==> config.mk <==
export PLATFORM = sky130hd
export DESIGN_NAME = mux_arb
export DESIGN_NICKNAME = d
export VERILOG_FILES = /design/src/rtl/mux_arb.sv
export SDC_FILE = /design/constraint.sdc
export NUM_CORES = 1
export LEC_CHECK = 0
export ABC_AREA = 1
export CAP_MARGIN = 25
export CORE_MARGIN = 2
export CORE_UTILIZATION = 40
export CTS_CLUSTER_SIZE = 14
export DETAILED_ROUTE_END_ITERATION = 12
export PLACE_DENSITY = 0.77
export SYNTH_ARGS = -nofsm -noshare
export SYNTH_HDL_FRONTEND = slang
export SYNTH_SLANG_ARGS = --single-unit
export TNS_END_PERCENT = 20
==> constraint.sdc <==
create_clock -name clk -period 1.9 [get_ports clk]
set_clock_uncertainty 0.1 [all_clocks]
set_input_delay 0.285 -clock clk [delete_from_list [all_inputs] [get_ports clk]]
set_output_delay 0.285 -clock clk [all_outputs]
set_load 0.05 [all_outputs]
==> src/rtl/mux_arb.sv <==
// Two-requester arbiter with hold limit and a one-cycle GAP between grants,
// driving a registered 2:1 mux. State is exported on the state port.
module mux_arb #(
  parameter int unsigned MAX_HOLD = 8,
  parameter int unsigned W        = 8
) (
  input  logic         clk,
  input  logic         nreset,
  input  logic         req0,
  input  logic         req1,
  input  logic [W-1:0] in0,
  input  logic [W-1:0] in1,
  output logic         gnt0,
  output logic         gnt1,
  output logic         sel,
  output logic         busy,
  output logic [3:0]   hold_cnt,
  output logic [W-1:0] out,
  output logic [1:0]   state
);

  typedef enum logic [1:0] {
    IDLE = 2'd0,
    GNT0 = 2'd1,
    GNT1 = 2'd2,
    GAP  = 2'd3
  } state_t;

  localparam logic [3:0] MAX_HOLD_C = 4'(MAX_HOLD);

  state_t         state_q, state_d;
  logic           lw_q, lw_d;
  logic           sel_q, sel_d;
  logic [3:0]     hold_q, hold_d;
  logic           gnt0_q, gnt1_q;
  logic [W-1:0]   out_q;

  // Handshake: reqx is a level; while held high it keeps its grant until
  // the hold limit is reached with the other side waiting. gntx is the
  // registered acknowledge, never high on both sides at once.
  always_comb begin
    state_d = state_q;
    lw_d    = lw_q;
    sel_d   = sel_q;
    hold_d  = hold_q;
    case (state_q)
      IDLE, GAP: begin
        state_d = IDLE;
        hold_d  = 4'd0;
        // With both requesting, the side that did not win last goes first.
        if (req0 && (!req1 || lw_q)) begin
          state_d = GNT0;
          sel_d   = 1'b0;
          hold_d  = 4'd1;
        end else if (req1) begin
          state_d = GNT1;
          sel_d   = 1'b1;
          hold_d  = 4'd1;
        end
      end
      GNT0: begin
        if (!req0 || (hold_q == MAX_HOLD_C && req1)) begin
          lw_d    = 1'b0;
          hold_d  = 4'd0;
          state_d = req1 ? GAP : IDLE;
        end else if (hold_q != MAX_HOLD_C) begin
          hold_d = hold_q + 4'd1;
        end
      end
      GNT1: begin
        if (!req1 || (hold_q == MAX_HOLD_C && req0)) begin
          lw_d    = 1'b1;
          hold_d  = 4'd0;
          state_d = req0 ? GAP : IDLE;
        end else if (hold_q != MAX_HOLD_C) begin
          hold_d = hold_q + 4'd1;
        end
      end
      default: begin
        state_d = IDLE;
        hold_d  = 4'd0;
      end
    endcase
  end

  always_ff @(posedge clk or negedge nreset) begin
    if (!nreset) begin
      state_q <= IDLE;
      lw_q    <= 1'b1;
      sel_q   <= 1'b0;
      hold_q  <= 4'd0;
      gnt0_q  <= 1'b0;
      gnt1_q  <= 1'b0;
      out_q   <= '0;
    end else begin
      state_q <= state_d;
      lw_q    <= lw_d;
      sel_q   <= sel_d;
      hold_q  <= hold_d;
      gnt0_q  <= (state_d == GNT0);
      gnt1_q  <= (state_d == GNT1);
      out_q   <= sel_q ? in1 : in0;
    end
  end

  assign gnt0     = gnt0_q;
  assign gnt1     = gnt1_q;
  assign sel      = sel_q;
  assign hold_cnt = hold_q;
  assign out      = out_q;
  assign busy     = (state_q != IDLE);
  assign state    = state_q;

endmodule

==> impl_metrics.csv, run 1 <==
group,metric,value,unit
outcome,status,"finished clean",
clock_network,clk_pin_slew,0.09,ns
run,cap_viol_max_count,0,
setup_path,cp_num_buf_inv,1,
detailed_routing,drt-initial-drc-count,9,
floorplanning,num_rows,16,
synth,synth_flop_cell,"dfrtp_1",
sta,hold_viol,0,
setup_path,worst_ep_arrival_time,1.44,ns
sta,rsz0062_at_grt,"no",
global_routing,grt_overflow,0,
synth,ys_ff_latch,18,
detailed_routing,wl_per_cell,10.1,µm
setup_path,worstPathRequired,1.51,ns
clock_network,ctsHoldBuffers,0,
clock_network,cts_tree,"done",
power,total_leakage_power,0.000643,µW
setup_path,worstSetupPathType,"flop to output port",
power,pwr_density_cell,1740,nW/µm²
power,peakVddDrop,1.04,mV
sta,period_needed,1.82,ns
sta,tightest_slew,0.515,ns
clock_network,post_cts_buffers,0,
floorplanning,die-width,50.5,µm
synth,syn_avg_cell_area,8.31,µm²
sta,fin_setup_tns,0,ns
setup_path,path_max_fanout,1,
placement,dp_hpwl,1390,µm
sta,hold_ws,0.215,ns
synth,synth_cells,104,
sta,setup_viol,0,
setup_path,end_kind,"output port",
final_layout,drive_gt1_frac,0.110,
setup_path,cp-start-kind,"flop",
clock_network,cts.sink_count,18,
final_layout,finish.utilization,0.644,
synth,synth_edf_count,0,
global_routing,track_usage,0.156,
sta,fmax,549,MHz
synth,ys_warn_count,0,
sta,maxSlewHeadroom,0.655,
final_layout,area_delta_synth_final,49.2,%
synth,synthArstFlopShare,1.00,
synth,synth_cell_type_count,17,
synth,seq_area_frac_synth,0.522,
placement,gp_congestion,0.878,
global_routing,grt_first_pass_wirelength,3060,µm
placement,portBuffers,37,
power,p_total,2240,µW
setup_path,timing.reg2reg.setup_slack,0.35,ns
clock_network,htreeDepth,1,
global_routing,grt_max_degree,19,
setup_path,cp_top_family,"buffers and inverters",
setup_path,cp_slowest_cell,"clkdlybuf4s50_1",
sta,setup_ws,0.0784,ns
final_layout,final_nets,171,
setup_path,worstPathCellList,"clkdlybuf4s50_1",
synth,synth_area,865,µm²
floorplanning,start_util,0.432,
setup_path,max_stage_delay,0.81,ns
clock_network,root_buffer,"clkbuf_4",
sta,min_period_over_period,0.959,
detailed_routing,antenna_left,0,
final_layout,diodes,0,
floorplanning,core_region_area,2000,µm²
floorplanning,io_pins,38,
detailed_routing,dr.pass1.iters,4,
global_routing,grt_pass1_vias,781,
detailed_routing,wirelength,1730,µm
synth,syn_nets,129,
detailed_routing,drc_errors,0,
clock_network,clockBufferDepth,2,
global_routing,antenna_found_initial,0,
clock_network,cts_resized,0,
clock_network,clk-insertion-delay-late,0.28,ns
clock_network,cts_buffers,3,
placement,pre_cts_slack,0.200,ns
floorplanning,die_h,50.5,µm
detailed_routing,vias,790,
sta,drv_slew,0,
detailed_routing,viasPerCell,4.59,
hold_path,hold_class,"primary input to asynchronous set/reset pin",
floorplanning,dieArea,2550,µm²
==> cell usage after synthesis, types with 2 or more instances <==
cell type	count	area, µm²
o21ai_0	4	20.0
ha_1	5	62.6
nand2_1	36	135
nor2_1	7	26.3
nand3_1	8	40.0
nand2_2	2	12.5
dfrtp_1	17	425
xor2_1	2	17.5
inv_1	13	48.8
nand4_1	3	18.8
==> where the power goes <==
part | leakage, µW | total (µW) | internal (µW) | switching (µW)
combinational | 0.000406 | 1420 | 472 | 949
sequential | 0.000222 | 639 | 542 | 96.1
clock | 0.0000150 | 186 | 81.4 | 104
total | 0.000643 | 2240 | 1100 | 1150
==> area by class of cell <==
class,count,area [µm²]
inverters,15,56.3
flip-flops and latches,18,452
multi-input cells,70,352
fillers,169,712
well taps,27,33.8
clock buffers,4,26.3
repair buffers,38,370
==> metrics by stage <==
step	cell area, µm²	std cells
after floorplan	865	104
after detailed placement	1260	168
after CTS	1290	172
after global routing	1290	172
final	1290	172
after global placement	1260	168
==> kinds of logic (layout without fill, tap and decap cells) <==
logic type | Yosys count | count (layout) | share of synthesized area
AND/OR/NAND/NOR | 56 | 56 | 0.269
flip-flops | 18 | 18 | 0.522
buffers and inverters | 16 | 57 | 0.0709
AO/OA/AOI/OAI | 7 | 7 | 0.0449
adder cells (fa/ha/maj) | 5 | 5 | 0.0724
XOR/XNOR | 2 | 2 | 0.0203
==> final timing paths <==
path	startpoint	end	depth (start not counted)
max in group asynchronous	nreset	lw_q$_DFFE_PN1P_	2
hold reg to reg	lw_q$_DFFE_PN1P_	lw_q$_DFFE_PN1P_	2
min in group clk	lw_q$_DFFE_PN1P_	lw_q$_DFFE_PN1P_	2
setup reg to reg	hold_cnt[0]$_DFF_PN0_	gnt1$_DFF_PN0_	9
hold / removal	nreset	hold_cnt[0]$_DFF_PN0_	2
setup / recovery	out[3]$_DFF_PN0_	out[3]	1
==> state kept, by name, indices dropped and copies added (netlist names) <==
name and cells:
out 8, hold_cnt 4, state 2, gnt0 1
gnt1 1, lw_q 1, sel 1
==> layout by cell type (no fill, tap or decap), drive strengths merged <==
master          n
nand3           8
nand2          38
a21oi           1
o21ai           4
clkinv          1
dfrtp          17
o22ai           1
dfstp           1
clkbuf          4
xor2            2
nand4           3
inv            14
buf             9
o31ai           1
ha              5
clkdlybuf4s50  29
nor2            7
==> layer usage <==
metal / up-vias / wire (µm) / global-route usage / share of wire
met4: 0 / 10 / 0.0676 / 0.0058
met3: 2 / 190 / 0.0655 / 0.11
met5: - / 0 / 0 / 0
met2: 32 / 840 / 0.265 / 0.48
met1: 350 / 691 / 0.170 / 0.40
li1: 406 / - / - / -
No activity file was read; power rests on OpenSTA's default activity.
==> inputs of run 2 (changes only) <==
Settings changed: GPL_TIMING_DRIVEN set to 0.
==> run 2 against run 1 <==
Against the previous run:
- sequential share of layout area is 0.27 points lower
- utilization is 0.50 points higher
- sequential power is 4.5% lower
- register-to-register slack hardly changed
- final area is 0.78% higher
- die area stayed put
- critical endpoint is now sel
==> impl_metrics.csv, run 2 (synthesis results as in run 1) <==
group,metric,value,unit
outcome,status,"finished clean",
floorplanning,num_rows,16,
setup_path,end_kind,"output port",
sta,drv_slew,0,
setup_path,cp_top_family,"buffers and inverters",
detailed_routing,antenna_left,0,
sta,min_period_over_period,0.967,
clock_network,ctsHoldBuffers,0,
sta,fin_setup_tns,0,ns
sta,period_needed,1.84,ns
power,total_leakage_power,0.000671,µW
final_layout,final_nets,171,
clock_network,clk-insertion-delay-late,0.28,ns
sta,fmax,544,MHz
floorplanning,io_pins,38,
detailed_routing,wl_per_cell,10.4,µm
floorplanning,start_util,0.432,
sta,setup_viol,0,
run,cap_viol_max_count,0,
final_layout,final_area,1300,µm²
detailed_routing,drc_errors,0,
final_layout,diodes,0,
global_routing,grt_max_degree,19,
detailed_routing,wirelength,1790,µm
sta,rsz0062_at_grt,"no",
floorplanning,die-width,50.5,µm
final_layout,area_delta_synth_final,50.4,%
global_routing,antenna_found_initial,0,
placement,gp_congestion,0.765,
sta,tightest_slew,0.763,ns
detailed_routing,vias,808,
global_routing,grt_pass1_vias,797,
setup_path,cp-start-kind,"flop",
global_routing,grt_first_pass_wirelength,3080,µm
setup_path,cp_num_buf_inv,1,
final_layout,layout_common_cells,"nand2_1, clkdlybuf4s50_1, dfrtp_1",
clock_network,cts_tree,"done",
sta,maxSlewHeadroom,0.490,
detailed_routing,viasPerCell,4.70,
sta,hold_viol,0,
setup_path,worstPathCellList,"clkdlybuf4s50_1",
final_layout,largest_register_ffs,8,
placement,dp_hpwl,1470,µm
setup_path,max_stage_delay,0.81,ns
clock_network,htreeDepth,1,
global_routing,grt_overflow,0,
clock_network,post_cts_buffers,0,
clock_network,cts.sink_count,18,
detailed_routing,dr.pass1.iters,4,
clock_network,clockBufferDepth,2,
global_routing,track_usage,0.160,
floorplanning,dieArea,2550,µm²
setup_path,path_max_fanout,2,
setup_path,cp_slowest_cell,"clkdlybuf4s50_1",
detailed_routing,drt-initial-drc-count,8,
floorplanning,core_region_area,2000,µm²
floorplanning,die_h,50.5,µm
power,peakVddDrop,1.02,mV
setup_path,worstSetupPathType,"flop to output port",
final_layout,final_common_cell,"nand2_1",
clock_network,clk_pin_slew,0.10,ns
clock_network,root_buffer,"clkbuf_4",
power,pwr_density_cell,1730,nW/µm²
setup_path,worstPathRequired,1.51,ns
clock_network,cts_buffers,3,
placement,portBuffers,37,
setup_path,worst_ep_arrival_time,1.45,ns
placement,place_area,1270,µm²
hold_path,hold_class,"primary input to asynchronous set/reset pin",
final_layout,drive_gt1_frac,0.0690,
run 2: where the power goes:
group	switching, µW	internal, µW	leakage, µW	total, µW
combinational	975	442	0.000428	1420
clock	107	117	0.0000210	224
sequential	67.6	542	0.000222	610
run 2: repair_timing:
action,in CTS,in global routing
pin swaps,0,0
gates resized for setup,6,3
endpoints found under the setup margin,5,3
run 2: worst paths after layout:
kind | from | slack (ns) | endpoint | depth (start not counted)
worst max register to register | hold_cnt[0]$_DFF_PN0_ | 0.34 | gnt1$_DFF_PN0_ | 9
worst max-delay path | sel$_DFFE_PN0P_ | 0.06 | sel | 1
min in group clk | lw_q$_DFFE_PN1P_ | 0.42 | lw_q$_DFFE_PN1P_ | 2
max in group asynchronous | nreset | 0.88 | state[1]$_DFF_PN0_ | 1
worst min-delay path | nreset | 0.34 | out[0]$_DFF_PN0_ | 1
worst min register to register | lw_q$_DFFE_PN1P_ | 0.42 | lw_q$_DFFE_PN1P_ | 2
run 2: through the flow:
step	hold slack, ns	utilization	power, µW	setup WS, ns	instances
2_1_floorplan	-0.111	-	1600	0.158	104
3_3_place_gp	0.391	0.634	2040	0.0540	168
3_5_place_dp	0.405	0.634	2070	0.0290	168
4_1_cts	0.368	0.649	2280	0.0118	172
5_1_grt	0.388	0.649	2420	0.00919	172
6_report	0.340	0.649	2250	0.0634	172
run 2: routing by layer:
layer | track usage | wire, µm
met1 | 0.177 | 720
met2 | 0.270 | 855
met3 | 0.0536 | 186
met4 | 0.0856 | 27
met5 | 0 | 0
run 2: layout make-up:
class / instances / area, µm²
buffer: 1 / 5.00
clock buffer: 4 / 36.3
fill: 176 / 702
inverter: 15 / 56.3
multi-input combinational: 70 / 352
sequential: 18 / 452
tap: 27 / 33.8
timing repair buffer: 37 / 365
